<file path="config.mk">
export PLATFORM = sky130hd
export DESIGN_NAME = pipe_stage_skid_flat
export DESIGN_NICKNAME = d
export VERILOG_FILES = /design/src/rtl/pipe_pkg.sv /design/src/rtl/pipe_stage_skid_if.sv /design/src/rtl/pipe_sat_counter.sv /design/src/rtl/pipe_stage_skid.sv /design/src/flat_wrapper.sv
export SDC_FILE = /design/constraint.sdc
export NUM_CORES = 1
export LEC_CHECK = 0
export ABC_AREA = 1
export CAP_MARGIN = 25
export CORE_ASPECT_RATIO = 1.75
export CORE_MARGIN = 2
export CORE_UTILIZATION = 40
export DETAILED_ROUTE_END_ITERATION = 10
export PLACE_DENSITY = 0.68
export SYNTH_ARGS = -nofsm -noshare
export SYNTH_HDL_FRONTEND = slang
export SYNTH_SLANG_ARGS = --single-unit
</file>
<file path="constraint.sdc">
create_clock -name clk -period 14.19 [get_ports clk]
set_input_delay 1.419 -clock clk [delete_from_list [all_inputs] [get_ports clk]]
set_output_delay 1.419 -clock clk [all_outputs]
set_load 0.01 [all_outputs]
</file>
<file path="src/rtl/pipe_pkg.sv">
// Shared pipeline-stage definitions: skid FSM state encoding and the EX/MEM payload layout
// packed by the stage wrappers.
package pipe_pkg;

    typedef enum logic [1:0] {
        EMPTY = 2'd0,
        BUSY  = 2'd1,
        FULL  = 2'd2
    } pipe_state_e;

    localparam int unsigned EXMEM_W = 133;

    // EX/MEM field offsets (LSB/MSB, inclusive)
    localparam int unsigned EXMEM_ZERO_BIT      = 0;
    localparam int unsigned EXMEM_REGWRITE_BIT  = 1;
    localparam int unsigned EXMEM_MEMTOREG_BIT  = 2;
    localparam int unsigned EXMEM_MEMWRITE_BIT  = 3;
    localparam int unsigned EXMEM_BRANCHEQ_BIT  = 4;
    localparam int unsigned EXMEM_JUMP_BIT      = 5;
    localparam int unsigned EXMEM_WREG_LSB      = 6;
    localparam int unsigned EXMEM_WREG_MSB      = 10;
    localparam int unsigned EXMEM_ALUOUT_LSB    = 11;
    localparam int unsigned EXMEM_ALUOUT_MSB    = 42;
    localparam int unsigned EXMEM_WDATA_LSB     = 43;
    localparam int unsigned EXMEM_WDATA_MSB     = 74;
    localparam int unsigned EXMEM_PCBRANCH_LSB  = 75;
    localparam int unsigned EXMEM_PCBRANCH_MSB  = 106;
    localparam int unsigned EXMEM_PCJUMP_LSB    = 107;
    localparam int unsigned EXMEM_PCJUMP_MSB    = 132;

endpackage

</file>
<file path="src/rtl/pipe_stage_skid_if.sv">
// Valid/ready handshake bundle for one pipeline-stage boundary (upstream and downstream sides).
interface pipe_stage_skid_if
    import pipe_pkg::*;
#(
    parameter int unsigned WIDTH = EXMEM_W
);
    logic             in_valid;
    logic             in_ready;
    logic [WIDTH-1:0] in_data;
    logic             out_valid;
    logic             out_ready;
    logic [WIDTH-1:0] out_data;
    logic [1:0]       occupancy;

    modport master (
        output in_valid, in_data, out_ready,
        input  in_ready, out_valid, out_data, occupancy
    );

    modport slave (
        input  in_valid, in_data, out_ready,
        output in_ready, out_valid, out_data, occupancy
    );
endinterface

</file>
<file path="src/rtl/pipe_sat_counter.sv">
// Saturating event counter: increments on inc, sticks at all-ones, async active-high clr.
module pipe_sat_counter #(
    parameter int unsigned W = 32
)(
    input  logic         clk,
    input  logic         clr,
    input  logic         inc,
    output logic [W-1:0] cnt
);
    logic [W-1:0] r_cnt;

    always_ff @(posedge clk or posedge clr) begin
        if (clr) begin
            r_cnt <= '0;
        end else if (inc && (r_cnt != {W{1'b1}})) begin
            r_cnt <= r_cnt + W'(1);
        end
    end

    assign cnt = r_cnt;
endmodule

</file>
<file path="src/rtl/pipe_stage_skid.sv">
// Generic pipeline-stage register with a 2-entry skid buffer and flush-to-bubble.
// Define PIPE_STAGE_PERF_EN to add saturating stall/flush performance counters.
module pipe_stage_skid
    import pipe_pkg::*;
#(
    parameter int unsigned     WIDTH     = EXMEM_W,
    parameter logic [WIDTH-1:0] RESET_VAL = '0
)(
    input  logic clk,
    input  logic clr,
    input  logic flush,
`ifdef PIPE_STAGE_PERF_EN
    output logic [31:0] stall_cnt,
    output logic [15:0] flush_cnt,
`endif
    pipe_stage_skid_if.slave bus
);
    pipe_state_e      r_state;
    pipe_state_e      w_state_nxt;
    logic [WIDTH-1:0] r_main;
    logic [WIDTH-1:0] r_skid;
    logic [WIDTH-1:0] w_main_nxt;
    logic [WIDTH-1:0] w_skid_nxt;
    logic             r_out_valid;
    logic             r_in_ready;
    logic [1:0]       r_occ;
    logic             w_out_valid_nxt;
    logic             w_in_ready_nxt;
    logic [1:0]       w_occ_nxt;
    logic             w_accept;
    logic             w_drain;

    assign w_accept = bus.in_valid & r_in_ready;
    assign w_drain  = r_out_valid & bus.out_ready;

    // Next state and storage; handshake status flags are decoded from the next state
    always_comb begin
        w_state_nxt     = r_state;
        w_main_nxt      = r_main;
        w_skid_nxt      = r_skid;
        w_out_valid_nxt = 1'b0;
        w_in_ready_nxt  = 1'b1;
        w_occ_nxt       = 2'd0;

        if (flush) begin
            w_state_nxt = EMPTY;
            w_main_nxt  = RESET_VAL;
            w_skid_nxt  = RESET_VAL;
        end else begin
            case (r_state)
                EMPTY: begin
                    if (w_accept) begin
                        w_state_nxt = BUSY;
                        w_main_nxt  = bus.in_data;
                    end
                end
                BUSY: begin
                    if (w_accept && w_drain) begin
                        w_main_nxt = bus.in_data;
                    end else if (w_accept) begin
                        w_state_nxt = FULL;
                        w_skid_nxt  = bus.in_data;
                    end else if (w_drain) begin
                        w_state_nxt = EMPTY;
                        w_main_nxt  = RESET_VAL;
                    end
                end
                FULL: begin
                    if (w_drain) begin
                        w_state_nxt = BUSY;
                        w_main_nxt  = r_skid;
                    end
                end
                default: begin
                    w_state_nxt = EMPTY;
                    w_main_nxt  = RESET_VAL;
                    w_skid_nxt  = RESET_VAL;
                end
            endcase
        end

        case (w_state_nxt)
            BUSY: begin
                w_out_valid_nxt = 1'b1;
                w_occ_nxt       = 2'd1;
            end
            FULL: begin
                w_out_valid_nxt = 1'b1;
                w_in_ready_nxt  = 1'b0;
                w_occ_nxt       = 2'd2;
            end
            default: ;
        endcase
    end

    always_ff @(posedge clk or posedge clr) begin
        if (clr) begin
            r_state     <= EMPTY;
            r_main      <= RESET_VAL;
            r_skid      <= RESET_VAL;
            r_out_valid <= 1'b0;
            r_in_ready  <= 1'b1;
            r_occ       <= 2'd0;
        end else begin
            r_state     <= w_state_nxt;
            r_main      <= w_main_nxt;
            r_skid      <= w_skid_nxt;
            r_out_valid <= w_out_valid_nxt;
            r_in_ready  <= w_in_ready_nxt;
            r_occ       <= w_occ_nxt;
        end
    end

    assign bus.out_valid = r_out_valid;
    assign bus.in_ready  = r_in_ready;
    assign bus.out_data  = r_main;
    assign bus.occupancy = r_occ;

`ifdef PIPE_STAGE_PERF_EN
    pipe_sat_counter #(.W(32)) u_stall_cnt (
        .clk (clk),
        .clr (clr),
        .inc (r_out_valid & ~bus.out_ready),
        .cnt (stall_cnt)
    );

    pipe_sat_counter #(.W(16)) u_flush_cnt (
        .clk (clk),
        .clr (clr),
        .inc (flush & (r_occ != 2'd0)),
        .cnt (flush_cnt)
    );
`endif
endmodule
</file>
<file path="src/flat_wrapper.sv">
// flat-port wrapper written by rule: the top's interface ports become plain ports
module pipe_stage_skid_flat import pipe_pkg::*;
#(
    parameter int unsigned     WIDTH     = EXMEM_W,
    parameter logic [WIDTH-1:0] RESET_VAL = '0
)
  (clk, clr, flush, bus_in_valid, bus_in_data, bus_out_ready, bus_in_ready, bus_out_valid, bus_out_data, bus_occupancy);
  pipe_stage_skid_if #(.WIDTH(WIDTH)) bus_i ();
  input  logic clk;
  input  logic clr;
  input  logic flush;
  input wire logic [$bits(bus_i.in_valid)-1:0] bus_in_valid;
  input wire logic [$bits(bus_i.in_data)-1:0] bus_in_data;
  input wire logic [$bits(bus_i.out_ready)-1:0] bus_out_ready;
  output wire logic [$bits(bus_i.in_ready)-1:0] bus_in_ready;
  output wire logic [$bits(bus_i.out_valid)-1:0] bus_out_valid;
  output wire logic [$bits(bus_i.out_data)-1:0] bus_out_data;
  output wire logic [$bits(bus_i.occupancy)-1:0] bus_occupancy;
  assign bus_i.in_valid = bus_in_valid;
  assign bus_i.in_data = bus_in_data;
  assign bus_i.out_ready = bus_out_ready;
  assign bus_in_ready = bus_i.in_ready;
  assign bus_out_valid = bus_i.out_valid;
  assign bus_out_data = bus_i.out_data;
  assign bus_occupancy = bus_i.occupancy;
  pipe_stage_skid #(.WIDTH(WIDTH), .RESET_VAL(RESET_VAL)) u_core (.clk(clk), .clr(clr), .flush(flush), .bus(bus_i));
endmodule
</file>
Word-level counts from Yosys, hierarchy flattened
Cells that the tools add are included.

storage, ports and cells
  word-level logic and storage cells = 45
  bits of input ports = 138
  bits in registers = 272

cells by class
  reduce and logical (&&, ||, !) cells = 6
  bitwise gates (word level) = 2
  mux-type cells = 20
  eq/ne operators = 11

operator list
  cell                                                             count
  133-bit two-way mux                                              8
  133-bit one-hot mux with 3 select lines                          1
  133-bit one-hot mux with 2 select lines                          1
  2-bit two-way mux                                                6
  3-bit by 2-bit != test with 1-bit output, second input constant  3
  2-bit one-hot mux with 3 select lines                            1
  2-bit by 1-bit == test with 1-bit output, second input constant  2
  2-bit == test, second input constant                             2
  4-bit by 2-bit != test with 1-bit output, second input constant  1
  4-bit != test, second input constant                             1
  2-bit one-hot mux with 2 select lines                            1
  4-bit AND reduction                                              1
  2-bit OR reduction                                               2
  3-bit != test, second input constant                             1
  3-bit AND reduction                                              1
  1-bit AND                                                        2
  2-bit logical NOT                                                1
  1-bit two-way mux                                                2
  2-bit by 1-bit != test with 1-bit output, second input constant  1
  1-bit logical AND                                                1

Logic depth before layout (Yosys ltp)
Gate-level depths: netlist of run 1.

  depth in word-level cells = 9
  mapped depth = 11

Worst setup path after synthesis of run 1
No wires, ideal clock.

  path kind = input-to-reg
  start = input port bus_in_valid
  end = register u_core.r_skid[107]
  cell stages on the path = 7
  arrival = 2.368 ns
  path slack = 11.755 ns
  cell sequence = nand2_1 -> inv_1 -> nand3_2 -> buf_2 -> buf_1 -> nand3_1 -> nand2_1

between the ends
  longest elaborated chain between the ends = 4
  elaborated cells on any way between the ends = 5
  classes of those cells = eq/ne (2); bitwise (1); reduce/logical (2)

ends and longest elaborated chain
  what                               line                    source
  start: declaration                 flat_wrapper.sv:12      input wire logic [$bits(bus_i.in_valid)-1:0] bus_in_valid;
  1-bit AND (*)                      pipe_stage_skid.sv:33   assign w_accept = bus.in_valid & r_in_ready;
  1-bit logical AND                  pipe_stage_skid.sv:58   if (w_accept && w_drain) begin
  3-bit != test (no line)            --
  3-bit AND reduction (no line) (*)  --
  end signal: assignment             pipe_stage_skid.sv:107  r_skid <= w_skid_nxt;
  end: declaration                   pipe_stage_skid.sv:21   logic [WIDTH-1:0] r_skid;

Mark *: on every way between the ends. The rest lies on a longest branch, timed or not.
A chain may end at the register's enable or synchronous reset.

Final worst setup path of run 1
  start = input port flush
  end = register u_core.r_main[41] (netlist: u_core.bus.out_data[41])

between the ends
  longest elaborated chain between the ends = 2
  elaborated cells on any way between the ends = 6
  classes of those cells = eq/ne (4); mux (1); reduce/logical (1)

ends and longest elaborated chain
  what                                                   line                    source
  start: declaration                                     flat_wrapper.sv:11      input logic flush;
  4-bit != test (no line), or another cell as far along  --
  4-bit AND reduction (no line)                          --
  end signal: assignment                                 pipe_stage_skid.sv:106  r_main <= w_main_nxt;
  end: declaration                                       pipe_stage_skid.sv:20   logic [WIDTH-1:0] r_main;

Several ways; a longest one is shown, not always the timed one.

==> run summary, run 1 <==
status: completed
deepest clock path buffer count: 3
Max Freq: 0.196 GHz
die area: 35,400 µm²
clk_lat worst skew: 0.55 ns
largest family of logic cells by synthesized area: simple AND/OR/NAND/NOR gates
cts bufs inserted: 26
Ports: 275
Die Span Y: 247 µm
Post-Syn Nets: 1,941
Worst Path Required: 14.66 ns
skew final: 0.0232 ns
Fillers: 3,166
Slew @ Worst Pin: 1.01 ns
Max-Cap Viols: 0
hpwl dp: 26,000 µm
final non-filler cell total: 2,447
Worst EP arrival: 5.57 ns
Post-Synth XOR/XNOR Area: 0%
synthesized cell area: 13,500 µm²
complex-gate fraction of the synthesized area: 0.185%
Routed Antenna Nets: 0
Yosys warnings: 0
Max H-tree Level: 1
CP Launch Type: primary input
vias per inst: 5.49
IO Port Bufs: 274
layout overhead on the synthesized area: 28.0%
Netlist cell types: 18
largest net degree at the start of global routing: 142
drt initial violations: 1,082
first-pass GRT wire length: 70,100 µm
Hold WC Path Type: flop to flop
CTS tree: built
crit path time final: 5.10 ns
Setup TNS: 0 ns
PD cells: 128 nW/µm²
peak supply drop: 0.104 mV
type of the worst setup path: primary input to flop
residual DRC count: 0
post-route clock period utilization: 36.0%
CP max FO: 83
Post-Syn Area per Cell: 7.53 µm²
synthesized-area fraction occupied by adder cells: 0.277%
mux cell area share after synthesis: 0%
Critical Path Sink Type: flop
standard-cell rows: 89
DR vias: 13,400
placed cells: 2,392
vias in the first global route: 12,900
Simple-Gate Fraction of Synth Area: 43.8%
GRT Residual Overflow: 0
CTS clk-pin slew, worst paths: 0.07 ns
Pleak: 8.66 nW
cell count after synthesis: 1,800
Hold WS: 0.504 ns
Slew Viols, Final: 0
sequential fraction of the synthesis area: 50.3%
final wirelength: 43,900 µm
Final setup viols: 0
Die X: 143 µm
final net count: 2,107
FF+latch count, synth: 272
Resize count post-CTS: 0
CTS sink cnt: 272
All-Layer GR Usage: 24.6%
layout cell share with drive strength beyond 1: 3.83%
post-CTS setup repair buffer count: 0
clock root cell: clkbuf_16
Tot Pwr: 2.23 mW
core area: 33,500 µm²
DRT Pass-1 Iters: 5
Post-CTS Hold Buffers: 0
initial antenna violation count: 5
Hold Vio Cnt, Final: 0
Starting Density: 40.4%
routability cong.: 0.838
RSZ-0062 raised after global routing: no
DR WL/cell: 18.0 µm
Max-slew headroom: 32.5%
==> state kept, by name, summed over array words and instances, names as in the netlist <==
register / count
u_core.bus.in_ready: 1
u_core.bus.occupancy: 2
u_core.bus.out_data: 133
u_core.bus.out_valid: 1
u_core.r_skid: 133
u_core.r_state: 2
==> worst max-delay path: stages <==
cell,delay (ns)
clkdlybuf4s50_1,0.59
a21oi_4,0.19
buf_4,0.53
buf_4,0.82
nand2_1,0.21
nand2_4,0.58
buf_4,0.71
nand3_1,0.17
nand2_1,0.11
==> cells by family (layout without fill, tap and decap cells) <==
group / after synthesis / in the layout
AO/OA/AOI/OAI: 2 / 2
other: 0 / 7
adder cells (fa/ha/maj): 3 / 3
buffers and inverters: 169 / 354
AND/OR/NAND/NOR: 1354 / 1354
flip-flops: 272 / 272
==> path summary, 6_finish.rpt <==
| path | from | endpoint | slack, ns | cells after the start |
|---|---|---|---|---|
| worst min register to register | u_core.bus.out_data[129] | u_core.bus.out_data[129] | 0.50 | 2 |
| worst max-delay path | flush | u_core.bus.out_data[41] | 9.09 | 9 |
| min in group asynchronous | clr | u_core.bus.out_data[122] | 1.23 | 2 |
| worst min-delay path | u_core.bus.out_data[129] | u_core.bus.out_data[129] | 0.50 | 2 |
| worst max register to register | u_core.r_state[1] | u_core.bus.out_data[41] | 10.05 | 8 |
| max in group asynchronous | clr | u_core.bus.out_data[27] | 11.15 | 4 |
==> per-stage QoR <==
| stage | utilization, % | setup slack [ns] | area [µm²] |
|---|---|---|---|
| detailed placement | 48.9 | 8.55 | 16400 |
| floorplan | - | 5.28 | 13500 |
| finish | 51.7 | 9.09 | 17300 |
| CTS | 51.6 | 9.11 | 17300 |
| global placement | 48.9 | 8.65 | 16400 |
| global route | 51.7 | 8.81 | 17300 |
==> layer usage <==
metal / part of all wire (%) / track usage, % / up-vias / wire (µm)
met5: 0 / 0 / - / 0
met4: 4.5 / 11.7 / 0 / 1980
met3: 6.6 / 2.95 / 90 / 2890
met2: 50 / 40.4 / 568 / 21800
met1: 39 / 32.2 / 6484 / 17200
li1: - / - / 6283 / -
==> final cells by class <==
class / instances / area (µm²) / area share [%]
flip-flops and latches: 272 / 6810 / 39.3
repair buffers: 294 / 2910 / 16.8
multi-input cells: 1359 / 6050 / 34.9
clock inverters: 9 / 149 / 0.859
inverters: 13 / 61.3 / 0.354
well taps: 455 / 569 / 3.28
diodes: 7 / 17.5 / 0.101
clock buffers: 38 / 767 / 4.42
==> cells in the mapped netlist <==
| cell type | instances | area [µm²] |
|---|---|---|
| nand2_1 | 679 | 2550 |
| nand3_1 | 669 | 3350 |
| dfrtp_1 | 271 | 6780 |
| buf_2 | 72 | 360 |
| clkbuf_1 | 60 | 225 |
| buf_1 | 21 | 78.8 |
| inv_1 | 9 | 33.8 |
| inv_2 | 4 | 15.0 |
| buf_4 | 3 | 22.5 |
| ha_1 | 3 | 37.5 |
| nor2_2 | 2 | 12.5 |
| a21oi_4 | 1 | 16.3 |
| dfstp_2 | 1 | 26.3 |
| nand2_2 | 1 | 6.26 |
| nand3_2 | 1 | 10.0 |
| nor2_1 | 1 | 3.75 |
| nor3_2 | 1 | 10.0 |
| o21ai_2 | 1 | 8.76 |
==> layout by cell type, fill, tap and decap left out <==
| cell type | count |
|---|---|
| inv_4 | 2 |
| inv_8 | 1 |
| inv_2 | 2 |
| buf_16 | 1 |
| nor3_4 | 1 |
| nand3_1 | 669 |
| bufinv_16 | 4 |
| a21oi_4 | 1 |
| nand3_4 | 1 |
| dfstp_2 | 1 |
| ha_1 | 3 |
| nor2_4 | 3 |
| diode_2 | 7 |
| clkbuf_16 | 27 |
| nand2_1 | 678 |
| dfrtp_1 | 271 |
| clkdlybuf4s50_1 | 274 |
| nand2_4 | 2 |
| clkbuf_8 | 5 |
| clkbuf_1 | 6 |
| buf_4 | 19 |
| clkinv_4 | 1 |
| inv_1 | 8 |
| o21ai_4 | 1 |
| clkinv_2 | 4 |
==> power by group <==
| group | leakage [nW] | internal (mW) | switching [mW] | total, mW |
|---|---|---|---|---|
| registers | 3.67 | 0.862 | 0.0588 | 0.921 |
| clock network | 0.452 | 0.447 | 0.309 | 0.756 |
| logic | 4.54 | 0.226 | 0.325 | 0.551 |
| total | 8.66 | 1.54 | 0.692 | 2.23 |
No activity file was read; power rests on OpenSTA's default activity.
==> inputs of run 2 (changes only) <==
==> constraint.sdc (replaced) <==
create_clock -name clk -period 4.8 [get_ports clk]
set_input_delay 0.48 -clock clk [delete_from_list [all_inputs] [get_ports clk]]
set_output_delay 0.48 -clock clk [all_outputs]
set_load 0.01 [all_outputs]
==> run 2 against run 1 <==
First-iteration DRC count fell by 7.8%. Sequential cell count did not move. Worst hold slack got worse by 0.18 ns. Cell area is 0.82% higher. Non-clock buffer count up 4. Global-route usage is 0.070 points higher. Final cell count rose by 0.37%. Die area unchanged. Count of clock-buffer cells in the layout down 5. Critical path depth fell by 2.
==> run summary, run 2 (same netlist as run 1, synthesis figures left out) <==
status: completed (unchanged)
core area: 33,500 µm² (unchanged)
Worst Path Required: 5.28 ns (was 14.66 ns)
Max-slew headroom: 30.6% (was 32.5%)
CP max FO: 76 (was 83)
Hold Vio Cnt, Final: 0 (unchanged)
type of the worst setup path: flop to flop (was primary input to flop)
post-route clock period utilization: 68.0%
All-Layer GR Usage: 24.6% (about the same)
deepest clock path buffer count: 3 (unchanged)
final non-filler cell total: 2,456 (was 2,447)
clock root cell: clkbuf_16 (unchanged)
routability cong.: 0.793 (was 0.838)
vias in the first global route: 13,100 (was 12,900)
Routed Antenna Nets: 0 (unchanged)
CTS sink cnt: 272 (unchanged)
Slew @ Worst Pin: 1.04 ns (was 1.01 ns)
largest net degree at the start of global routing: 135 (was 142)
placed cells: 2,395 (was 2,392)
RSZ-0062 raised after global routing: no (unchanged)
Resize count post-CTS: 0 (unchanged)
Die X: 143 µm (unchanged)
Pleak: 8.71 nW (was 8.66 nW)
first-pass GRT wire length: 70,100 µm (about the same)
Fillers: 3,168 (was 3,166)
Slew Viols, Final: 0 (unchanged)
Hold WC Path Type: primary input to asynchronous set/reset pin (was flop to flop)
CTS tree: built (unchanged)
CTS clk-pin slew, worst paths: 0.07 ns (about the same)
Finished Cell Area: 17,500 µm² (was 17,300 µm²)
Max stage delay on crit path: 0.86 ns (was 0.82 ns)
Max H-tree Level: 1 (unchanged)
skew final: 0.0180 ns (was 0.0232 ns)
DR WL/cell: 18.0 µm (about the same)
DR vias: 13,400 (about the same)
vias per inst: 5.44 (was 5.49)
cts bufs inserted: 27 (was 26)
most common cell after layout, fill and taps aside: nand2_1 (unchanged)
DP Area: 16,500 µm² (was 16,400 µm²)
Worst path slowest cell: nand2_4 (was buf_4)
post-CTS setup repair buffer count: 0 (unchanged)
delay-heaviest family, CP: simple AND/OR/NAND/NOR gates (was buffers and inverters)
Critical Path Sink Type: flop (unchanged)
most frequent cells in the layout: nand2_1, nand3_1, clkdlybuf4s50_1 (unchanged)
drt initial violations: 998 (was 1,082)
Setup TNS: 0 ns (unchanged)
clk_lat worst skew: 0.55 ns (about the same)
Top cell by count, worst path: nand2_1 (was buf_4)
die area: 35,400 µm² (unchanged)
Worst EP arrival: 3.74 ns (was 5.57 ns)
critical-path cell list: nand2_1 -> inv_1 -> nand3_4 -> nand2_4 -> buf_12 -> nand3_1 -> nand2_1 (was clkdlybuf4s50_1 -> a21oi_4 -> buf_4 -> buf_4 -> nand2_1 -> nand2_4 -> buf_4 -> nand3_1 -> nand2_1)
Max Freq: 0.306 GHz
Die Span Y: 247 µm (unchanged)
Starting Density: 40.4% (unchanged)
hpwl dp: 26,600 µm (was 26,000 µm)
CP Launch Type: flop (was primary input)
final net count: 2,112 (was 2,107)
final wirelength: 44,200 µm (was 43,900 µm)
crit path time final: 3.27 ns
Post-CTS Hold Buffers: 0 (unchanged)
initial antenna violation count: 7 (was 5)
Buf/Inv on CP: 2 (was 4)
layout cell share with drive strength beyond 1: 4.37% (was 3.83%)
IO Port Bufs: 274 (unchanged)
standard-cell rows: 89 (unchanged)
layout overhead on the synthesized area: 29.1% (was 28.0%)
GRT Residual Overflow: 0 (unchanged)
Ports: 275 (unchanged)
PD cells: 380 nW/µm² (was 128 nW/µm²)
DRT Pass-1 Iters: 6 (was 5)
residual DRC count: 0 (unchanged)
Max-Cap Viols: 0 (unchanged)
Final setup viols: 0 (unchanged)
peak supply drop: 0.288 mV (was 0.104 mV)
==> run 2: cell types whose count changed in the layout (fill, tap and decap cells not counted) <==
cell	delta
clkinvlp_4	+4
buf_16	+1
clkinv_4	-1
clkbuf_1	-5
clkinv_2	+4
diode_2	+3
buf_12	+5
buf_4	-2
==> run 2: worst paths after layout <==
path | depth (start not counted) | to | slack (ns) | start
worst max-delay path | 7 | u_core.r_skid[132] | 1.53 | u_core.bus.in_ready
worst min-delay path | 3 | u_core.r_skid[125] | 0.32 | clr
worst max register to register | 7 | u_core.r_skid[132] | 1.53 | u_core.bus.in_ready
worst min register to register | 2 | u_core.bus.out_data[128] | 0.50 | u_core.bus.out_data[128]
max in group asynchronous | 3 | u_core.r_skid[83] | 3.51 | clr
min in group clk | 2 | u_core.bus.out_data[128] | 0.50 | u_core.bus.out_data[128]
==> run 2: area by class of cell <==
cell class	count	area (µm²)	area share [%]
Timing Repair Buffer	298	3030	17.3
Sequential cell	272	6810	38.9
Multi-Input combinational cell	1359	6050	34.6
Inverter	13	57.6	0.329
Clock buffer	33	748	4.28
Tap cell	455	569	3.26
Clock inverter	16	194	1.11
Antenna cell	10	25.0	0.143
==> run 2: power breakdown <==
| group | internal (mW) | leakage [nW] | switching (mW) |
|---|---|---|---|
| sequential | 2.55 | 3.67 | 0.164 |
| clock | 1.33 | 0.464 | 0.960 |
| combinational | 0.686 | 4.58 | 0.962 |
==> run 2: worst register-to-register path, delay by kind of cell, from the launching register on <==
family,cells,cell delay (ns)
buffers and inverters,2,0.65
DFF,1,0.53
and+or+nand+nor,5,2.00
==> run 2: metrics by stage <==
| step | total power [mW] | worst slack (ns) | hold WS, ns | utilization [%] |
|---|---|---|---|---|
| 2_1_floorplan | 3.57 | 0.725 | 0.476 | - |
| 3_3_place_gp | 4.38 | 1.23 | 0.488 | 49.0 |
| 3_5_place_dp | 4.41 | 1.16 | 0.493 | 49.1 |
| 4_1_cts | 6.70 | 1.59 | 0.510 | 51.9 |
| 5_1_grt | 6.96 | 1.33 | 0.320 | 52.1 |
| 6_report | 6.65 | 1.53 | 0.322 | 52.2 |
==> run 2: routing by layer <==
metal	wire (µm)	vias to the layer above	GRT usage [%]
met4	1620	0	11.0
met1	17200	6469	30.4
met2	22500	521	42.8
met3	2840	69	3.28
met5	0	-	0
li1	-	6305	-
==> inputs of run 3 (changes only) <==
--- a/config.mk
+++ b/config.mk
@@ -11,7 +11,7 @@
 export CORE_MARGIN = 2
 export CORE_UTILIZATION = 40
 export DETAILED_ROUTE_END_ITERATION = 10
-export PLACE_DENSITY = 0.68
+export PLACE_DENSITY = 0.7
 export SYNTH_ARGS = -nofsm -noshare
 export SYNTH_HDL_FRONTEND = slang
 export SYNTH_SLANG_ARGS = --single-unit
==> constraint.sdc (replaced) <==
create_clock -name clk -period 2.9 [get_ports clk]
set_input_delay 0.29 -clock clk [delete_from_list [all_inputs] [get_ports clk]]
set_output_delay 0.29 -clock clk [all_outputs]
set_load 0.01 [all_outputs]
==> run 3 against run 2 <==
Sequential share of layout area decreased by 0.30 points. Sequential power increased by 66%. Sequential cell count unchanged. Final cell count increased by 0.12%. Power increased by 67%. Register-to-register slack got worse by 0.72 ns. Wire length increased by 0.81%. Clock skew decreased by 0.0064 ns. Count of clock-buffer cells in the layout decreased by 4. Largest cell class unchanged. Highest routed layer unchanged.
==> run summary, run 3 (same netlist as run 1, synthesis figures left out) <==
status: completed (unchanged)
CTS clk-pin slew, worst paths: 0.07 ns (about the same)
hpwl dp: 26,600 µm (about the same)
Die X: 143 µm (unchanged)
final design utilization: 52.6% (was 52.2%)
post-CTS setup repair buffer count: 0 (unchanged)
routability cong.: 0.826 (was 0.793)
final non-filler cell total: 2,459 (was 2,456)
type of the worst setup path: flop to flop (unchanged)
Slew @ Worst Pin: 0.829 ns (was 1.04 ns)
cts bufs inserted: 25 (was 27)
drt initial violations: 1,057 (was 998)
CP Launch Type: flop (unchanged)
All-Layer GR Usage: 24.8% (was 24.6%)
clk_lat worst skew: 0.55 ns (about the same)
Buf/Inv on CP: 2 (unchanged)
Hold WS: 0.111 ns (was 0.322 ns)
peak supply drop: 0.571 mV (was 0.288 mV)
die area: 35,400 µm² (unchanged)
Max Freq: 0.480 GHz (was 0.306 GHz)
most frequent cells in the layout: nand2_1, nand3_1, clkdlybuf4s50_1 (unchanged)
delay-heaviest family, CP: buffers and inverters (was simple AND/OR/NAND/NOR gates)
Worst EP arrival: 2.57 ns (was 3.74 ns)
largest net degree at the start of global routing: 134 (was 135)
DR vias: 13,600 (was 13,400)
Max-slew headroom: 44.8% (was 30.6%)
PD cells: 631 nW/µm² (was 380 nW/µm²)
GRT Residual Overflow: 0 (unchanged)
most common cell after layout, fill and taps aside: nand2_1 (unchanged)
Worst Path Required: 3.38 ns (was 5.28 ns)
Top cell by count, worst path: nand2_1 (unchanged)
Worst setup startpoint: u_core.r_state[1] (was u_core.bus.in_ready)
layout cell share with drive strength beyond 1: 4.56% (was 4.37%)
Post-CTS Hold Buffers: 0 (unchanged)
DRT Pass-1 Iters: 8 (was 6)
Routed Antenna Nets: 0 (unchanged)
Slew Viols, Final: 0 (unchanged)
Final setup viols: 0 (unchanged)
skew final: 0.0117 ns (was 0.0180 ns)
Worst path slowest cell: dfrtp_1 (was nand2_4)
Resize count post-CTS: 0 (unchanged)
DP Area: 16,700 µm² (was 16,500 µm²)
Ports: 275 (unchanged)
Die Span Y: 247 µm (unchanged)
Reg2Reg Depth: 7 (unchanged)
Max H-tree Level: 1 (unchanged)
Tot Pwr: 11.1 mW (was 6.65 mW)
Hold Vio Cnt, Final: 0 (unchanged)
IO Port Bufs: 274 (unchanged)
Worst R2R Setup Slack: 0.82 ns (was 1.53 ns)
deepest clock path buffer count: 3 (unchanged)
reg2reg end: u_core.bus.out_data[53] (was u_core.r_skid[132])
Critical Path Sink Type: flop (unchanged)
Max stage delay on crit path: 0.58 ns (was 0.86 ns)
crit path time final: 2.08 ns (was 3.27 ns)
CP max FO: 72 (was 76)
vias per inst: 5.52 (was 5.44)
critical-path cell list: nand2_1 -> inv_4 -> buf_12 -> nand2_1 -> nand3_1 -> nand2_1 -> nand2_1 (was nand2_1 -> inv_1 -> nand3_4 -> nand2_4 -> buf_12 -> nand3_1 -> nand2_1)
Starting Density: 40.4% (unchanged)
RSZ-0062 raised after global routing: no (unchanged)
layout overhead on the synthesized area: 30.0% (was 29.1%)
Max-Cap Viols: 0 (unchanged)
residual DRC count: 0 (unchanged)
final net count: 2,117 (was 2,112)
first-pass GRT wire length: 70,600 µm (was 70,100 µm)
DR WL/cell: 18.1 µm (was 18.0 µm)
Hold WC Path Type: primary input to asynchronous set/reset pin (unchanged)
CTS tree: built (unchanged)
post-route clock period utilization: 71.8% (was 68.0%)
Finished Cell Area: 17,600 µm² (was 17,500 µm²)
clock root cell: clkbuf_16 (unchanged)
vias in the first global route: 13,100 (about the same)
core area: 33,500 µm² (unchanged)
Worst R2R Start: u_core.r_state[1] (was u_core.bus.in_ready)
placed cells: 2,404 (was 2,395)
initial antenna violation count: 8 (was 7)
Pleak: 8.78 nW (was 8.71 nW)
final wirelength: 44,500 µm (was 44,200 µm)
CTS sink cnt: 272 (unchanged)
standard-cell rows: 89 (unchanged)
Fillers: 3,107 (was 3,168)
run 3: changes by cell type in the layout (fill, tap and decap cells not counted):
| cell | delta |
|---|---|
| buf_4 | -1 |
| clkbuf_8 | -2 |
| bufinv_16 | +3 |
| clkinv_2 | -1 |
| clkinv_4 | +2 |
| buf_16 | -2 |
| inv_8 | -1 |
| clkbuf_16 | -2 |
| clkinvlp_4 | -3 |
| buf_12 | +10 |
| diode_2 | -1 |
| inv_6 | +1 |
run 3: how the worst max path moves through the flow:
stage                               end  slack (ns)  depth (start not counted)
2_1_floorplan   u_core.bus.occupancy[0]       -0.98                          1
3_3_place_gp   u_core.bus.out_data[132]        0.68                          7
3_5_place_dp   u_core.bus.out_data[121]        0.64                          7
4_1_cts         u_core.bus.out_data[53]        0.84                          7
5_1_grt         u_core.bus.out_data[90]        0.70                          8
6_report        u_core.bus.out_data[53]        0.82                          7
run 3: final cells by class:
| type | instances | area, µm² | share of cell area [%] |
|---|---|---|---|
| Antenna cell | 9 | 22.5 | 0.128 |
| Clock buffer | 29 | 671 | 3.81 |
| Clock inverter | 17 | 272 | 1.54 |
| Inverter | 13 | 57.6 | 0.327 |
| Multi-Input combinational cell | 1359 | 6050 | 34.4 |
| Sequential cell | 272 | 6810 | 38.6 |
| Tap cell | 455 | 569 | 3.23 |
| Timing Repair Buffer | 305 | 3160 | 18.0 |
run 3: metrics by stage:
step | setup slack (ns) | TNS (ns)
2_1_floorplan | -0.985 | -266.86
3_3_place_gp | 0.682 | 0
3_5_place_dp | 0.639 | 0
4_1_cts | 0.840 | 0
5_1_grt | 0.697 | 0
6_report | 0.818 | 0
run 3: worst reg2reg max path: cells and delay by family (launching register included):
family,cells,cell delay (ns)
flops,1,0.58
buf+inv,2,0.77
simple gates,5,0.67
run 3: routing by layer:
layer	routed length [µm]	vias up	track usage [%]	part of all wire [%]
met5	0	-	0	0
met4	2040	0	13.4	4.6
met3	3040	104	2.84	6.8
met2	22600	631	41.5	51
met1	16800	6518	31.4	38
li1	-	6313	-	-
run 3: power by group:
group	switching [mW]	internal, mW	total, mW
logic	1.61	1.17	2.78
clock network	1.54	2.29	3.83
registers	0.288	4.22	4.51
total	3.44	7.68	11.1
